$ cat src/rtl/pattern_scan_engine.sv
// Bit-pattern search engine: reads a pattern and a byte string from memory, counts matches, writes counts back.
// Build with PATSCAN_CROSS_EN defined to include the byte-crossing (cts) counter; otherwise cts is written as 0.
module pattern_scan_engine #(
  parameter int PAT_W    = 5,
  parameter int NBYTES   = 32,
  parameter int AW       = 8,
  parameter int STR_BASE = 0,
  parameter int PAT_ADDR = 32,
  parameter int RES_BASE = 33
) (
  input  logic          clk,
  input  logic          reset,
  input  logic          start,
  output logic          busy,
  output logic          done,
  output logic [AW-1:0] mem_addr,
  input  logic [7:0]    mem_rdata,
  output logic          mem_wen,
  output logic [7:0]    mem_wdata
);

  localparam int CW = $clog2(8 * NBYTES + 1);
  localparam int IW = (NBYTES > 1) ? $clog2(NBYTES) : 1;
  localparam logic [IW-1:0] LAST_IDX = IW'(NBYTES - 1);

  typedef enum logic [2:0] {
    IDLE, LOAD_PAT, SCAN, DRAIN, WR_CTB, WR_CTO, WR_CTS, DONE
  } state_t;

  state_t          state_reg, state_next;
  logic [IW-1:0]   idx_reg;
  logic [PAT_W-1:0] pat_reg;
  logic [CW-1:0]   ctb_reg, cto_reg;
  logic [7:0]      int_hit;
  logic [3:0]      int_cnt;
  logic [7:0]      cts_wdata;
  logic            start_accept;
  logic            eval_en;

  function automatic logic [3:0] pop8(input logic [7:0] v);
    logic [3:0] s;
    s = 4'd0;
    for (int i = 0; i < 8; i++) s = s + {3'b000, v[i]};
    return s;
  endfunction

  function automatic logic [7:0] sat8(input logic [CW-1:0] v);
    logic [CW+7:0] w;
    w = {8'h00, v};
    if (|w[CW+7:8]) return 8'hFF;
    return w[7:0];
  endfunction

  assign start_accept = start && (state_reg == IDLE || state_reg == DONE);
  // rdata holds string byte idx-1 during SCAN (idx>0) and the last byte during DRAIN
  assign eval_en = (state_reg == SCAN && idx_reg != '0) || (state_reg == DRAIN);

  generate
    for (genvar gi = 0; gi < 8; gi++) begin : g_int
      if (gi <= 8 - PAT_W) begin : g_win
        assign int_hit[gi] = (mem_rdata[gi+PAT_W-1:gi] == pat_reg);
      end else begin : g_none
        assign int_hit[gi] = 1'b0;
      end
    end
  endgenerate

  assign int_cnt = pop8(int_hit);

  always_ff @(posedge clk) begin
    if (reset) state_reg <= IDLE;
    else       state_reg <= state_next;
  end

  always_comb begin
    state_next = state_reg;
    busy       = 1'b0;
    done       = 1'b0;
    mem_addr   = '0;
    mem_wen    = 1'b0;
    mem_wdata  = 8'h00;
    case (state_reg)
      IDLE: if (start_accept) state_next = LOAD_PAT;
      LOAD_PAT: begin
        busy       = 1'b1;
        mem_addr   = AW'(PAT_ADDR);
        state_next = SCAN;
      end
      SCAN: begin
        busy     = 1'b1;
        mem_addr = AW'(STR_BASE) + AW'(idx_reg);
        if (idx_reg == LAST_IDX) state_next = DRAIN;
      end
      DRAIN: begin
        busy       = 1'b1;
        state_next = WR_CTB;
      end
      WR_CTB: begin
        busy       = 1'b1;
        mem_addr   = AW'(RES_BASE);
        mem_wen    = 1'b1;
        mem_wdata  = sat8(ctb_reg);
        state_next = WR_CTO;
      end
      WR_CTO: begin
        busy       = 1'b1;
        mem_addr   = AW'(RES_BASE + 1);
        mem_wen    = 1'b1;
        mem_wdata  = sat8(cto_reg);
        state_next = WR_CTS;
      end
      WR_CTS: begin
        busy       = 1'b1;
        mem_addr   = AW'(RES_BASE + 2);
        mem_wen    = 1'b1;
        mem_wdata  = cts_wdata;
        state_next = DONE;
      end
      DONE: begin
        done = 1'b1;
        if (start_accept) state_next = LOAD_PAT;
      end
      default: state_next = IDLE;
    endcase
  end

  always_ff @(posedge clk) begin
    if (reset || start_accept) begin
      idx_reg <= '0;
      pat_reg <= '0;
      ctb_reg <= '0;
      cto_reg <= '0;
    end else begin
      if (state_reg == SCAN && idx_reg != LAST_IDX) idx_reg <= idx_reg + 1'b1;
      // pattern read issued in LOAD_PAT returns during the first SCAN cycle
      if (state_reg == SCAN && idx_reg == '0) pat_reg <= mem_rdata[7:8-PAT_W];
      if (eval_en) begin
        ctb_reg <= ctb_reg + CW'(int_cnt);
        cto_reg <= cto_reg + CW'(|int_hit);
      end
    end
  end

`ifdef PATSCAN_CROSS_EN
  logic [PAT_W-2:0] tail_reg;
  logic [CW-1:0]    cts_reg;
  logic [PAT_W+6:0] comb_bits;
  logic [7:0]       cross_hit;
  logic [3:0]       cross_cnt;
  logic             first_byte;

  // previous byte's trailing bits precede the new byte in the MSB-first stream
  assign comb_bits  = {tail_reg, mem_rdata};
  assign first_byte = (state_reg == SCAN && idx_reg == IW'(1)) ||
                      (state_reg == DRAIN && NBYTES == 1);

  generate
    for (genvar gi = 0; gi < 8; gi++) begin : g_cross
      if (gi >= 9 - PAT_W) begin : g_win
        assign cross_hit[gi] = (comb_bits[gi+PAT_W-1:gi] == pat_reg);
      end else begin : g_none
        assign cross_hit[gi] = 1'b0;
      end
    end
  endgenerate

  assign cross_cnt = pop8(cross_hit);

  always_ff @(posedge clk) begin
    if (reset || start_accept) begin
      tail_reg <= '0;
      cts_reg  <= '0;
    end else if (eval_en) begin
      tail_reg <= mem_rdata[PAT_W-2:0];
      cts_reg  <= cts_reg + CW'(int_cnt) + CW'(first_byte ? 4'd0 : cross_cnt);
    end
  end

  assign cts_wdata = sat8(cts_reg);
`else
  assign cts_wdata = 8'h00;
`endif

endmodule
$ cat config.mk
export PLATFORM = sky130hd
export DESIGN_NAME = pattern_scan_engine
export DESIGN_NICKNAME = d
export VERILOG_FILES = /design/src/rtl/pattern_scan_engine.sv
export SDC_FILE = /design/constraint.sdc
export NUM_CORES = 1
export LEC_CHECK = 0
export ABC_AREA = 0
export BUFFER_PORTS_ARGS = -buffer_cell sky130_fd_sc_hd__buf_2
export CORE_MARGIN = 2
export CORE_UTILIZATION = 36
export DETAILED_ROUTE_END_ITERATION = 16
export PLACE_DENSITY = 0.52
export SLEW_MARGIN = 20
export SYNTH_ARGS = -nofsm -noshare
export SYNTH_HDL_FRONTEND = slang
export SYNTH_SLANG_ARGS = --single-unit
export TNS_END_PERCENT = 1
$ cat constraint.sdc
create_clock -name clk -period 7.1 [get_ports clk]
set_input_delay 1.42 -clock clk [delete_from_list [all_inputs] [get_ports clk]]
set_output_delay 1.42 -clock clk [all_outputs]
set_load 0.02 [all_outputs]
==> metrics.md <==
| Metric | Value |
|---|---|
| Pwr dens | 234 nW/um^2 |
| Vias in the first global route | 1670 |
| Async set or reset register ratio after synthesis | 0% |
| Count leader, synth | nor2_1 |
| Yosys reg bits | 31 |
| RSZ-0062 raised after global routing | no |
| Top-area cell type share of the netlist area | 29.8% |
| Final core utilization | between 40% and 50% |
| Crit path max fanout | 5 |
| Setup TNS | 0 ps |
| CTS tree | yes |
| Layout cells sized above 1 | approximately 14% |
| Final Critical Period | approximately 3600 ps |
| Ys flop type | dfxtp_1 |
| Register area share after synthesis | between 20% and 30% |
| CTS Sinks | 31 |
| Largest net degree at the start of global routing | 34 |
| Fin. Hold Viols | 0 |
| Antenna violations before repair | 0 |
| Antenna fix cells | 0 |
| Num CTS Buffers | 5 |
| Cell taking the most area after synthesis | dfxtp_1 |
| Final worst slack | between 3000 and 4000 ps |
| DR vias/cell | ~5.2 |
| CP endpoint kind | register |
| HP Class | register to register |
| All-Layer GR Usage | 15.4% |
| DIE HEIGHT | roughly 80 um |
| CTS Hold Bufs | 0 |
| Synthesized area | approximately 2100 um^2 |
| Top cells by count, synth | nor2_1 (33), dfxtp_1 (31), a21oi_1 (19), o21ai_0 (15) |
| CP Class | input port to register |
| Post-Syn Instances | between 200 and 300 |
| Syn. warnings | 0 |
| Synth unique cells | between 40 and 50 |
| Clock skew | 3.36 ps |
| Worst-Skew Late Latency | ~280 ps |
| Initial Utilization | approximately 38% |
| VDD IR-drop max | about 0.10 mV |
| Hpwl dp | roughly 3.3 mm |
| Slew Limit Headroom | between 30 and 40% |
| Initial DRT Pass Iterations | 5 |
| FP Rows | 27 |
| Via count | 1810 |
| Die ar. | ~6400 um^2 |
| Worst Tran Pin Value | around 940 ps |
| Number of remaining DRC errors | 0 |
| Port bufs | 27 |
| Worst Setup Start Kind | input port |
| CTS H-tree depth | 2 |
| P_leak | 0.955 nW |
| Post-CTS sizing | 0 |
| Status | finished clean |
| Max clock buf depth | 2 |
| Grt ovf | 0 |
| Fin crit share | about 50% |
| Final hold slack | roughly 480 ps |
| Fmax | between 200 and 300 MHz |
| Top area cells in the synthesized netlist | dfxtp_1 (30%), ha_1 (6.0%), nor2_1 (5.9%), xor2_1 (5.9%), a21oi_1 (4.6%) |
| Worst EP arrival | roughly 3900 ps |
| Antenna Violating Nets Remaining | 0 |
| First-pass GRT wire length | 7.79 mm |
| Post-synth EDFFs | 0 |
| Syn_area_per_cell | approximately 8 um^2 |
| Tot Pwr | roughly 0.55 mW |
| Place WS | 3210 ps |
| Max-Cap Viols | 0 |
| Setup violators final | 0 |
| Slew Viols, Final | 0 |
| Avg WL per Cell | ~13 um |
| Iteration-0 DRC Markers | 115 |
| P&R area growth vs syn | 12.1% |
| CTS clk-pin slew, worst paths | ~70 ps |
| Final WL | ~4.5 mm |
| CP required | about 7300 ps |
| Nets | 302 |
| Routability cong. | roughly 0.77 |
| Core area | 5540 um^2 |
| Postcts setup bufs | 0 |
| I/O pin cnt | 30 |
| Die Wd | around 80 um |
| Clock Root Buffer | clkbuf_8 |
## through the flow
stage,cells,area (um^2)
floorplan,262,2090
global placement,343,2220
detailed placement,343,2220
CTS,351,2320
global route,351,2330
finish,351,2330
## path summary, 6_finish.rpt
| path | from | end | slack [ps] | cells after the start |
|---|---|---|---|---|
| hold / removal | ctb_reg[0] | ctb_reg[0] | 480 | 2 |
| hold reg to reg | ctb_reg[0] | ctb_reg[0] | 480 | 2 |
| setup reg to reg | pat_reg[4] | ctb_reg[8] | 4360 | 10 |
| setup / recovery | mem_rdata[3] | ctb_reg[8] | 3480 | 11 |
## worst max-delay path, cell delays in order
cell	delay (ps)
buf_2	140
xor2_1	160
nor3_1	200
nand3_1	140
fa_1	460
fa_1	400
inv_1	90
fa_1	240
nand4_1	120
or4_1	400
nand2_1	70
## final cells by class
type,count,area (um^2)
fillers,595,3210
multi-input cells,202,1350
flip-flops and latches,31,621
repair buffers,27,135
clock buffers,8,100
well taps,72,90.1
inverters,11,41.3
## metal layers
metal | share of wire (%) | up-vias | GRT usage, %
met5 | 0 | - | 0
met4 | 0.54 | 0 | 4.92
met3 | 4.1 | 2 | 4.49
met2 | 45 | 30 | 23.8
met1 | 51 | 831 | 20.5
li1 | - | 947 | -
## cells in the final DEF, fill, tap and decap left out, types with 2 or more instances in the layout
| cell type | count |
|---|---|
| o211ai_1 | 5 |
| mux2i_1 | 9 |
| dfxtp_1 | 31 |
| o21ai_0 | 15 |
| o31ai_1 | 3 |
| ha_1 | 10 |
| nand2_1 | 14 |
| fa_1 | 3 |
| or4_1 | 6 |
| nand3_1 | 11 |
| and2_1 | 4 |
| nand4_1 | 4 |
| a21oi_1 | 19 |
| and3_1 | 2 |
| or3_1 | 8 |
| nor2_1 | 33 |
| or2_2 | 2 |
| conb_1 | 2 |
| clkbuf_8 | 7 |
| xnor2_1 | 9 |
| nor3_1 | 7 |
| buf_2 | 27 |
| o22ai_1 | 9 |
| xor2_1 | 14 |
| inv_1 | 11 |
## cell families (layout without fill, tap and decap cells)
family / Yosys count / count (layout) / share of synthesized area (%)
adder cells (fa/ha/maj): 13 / 13 / 8.89
other: 1 / 2 / 0.180
XOR/XNOR: 23 / 23 / 9.67
AO/OA/AOI/OAI: 58 / 58 / 16.9
flip-flops: 31 / 31 / 29.8
AND/OR/NAND/NOR: 96 / 96 / 23.3
multiplexers: 10 / 10 / 5.05
buffers and inverters: 29 / 46 / 6.25
## power by group
part / switching [mW] / total (mW) / internal [mW]
Clock: 0.0649 / 0.153 / 0.0884
Combinational: 0.111 / 0.190 / 0.0788
Sequential: 0.0201 / 0.204 / 0.184
No activity file was read; power rests on OpenSTA's default activity.
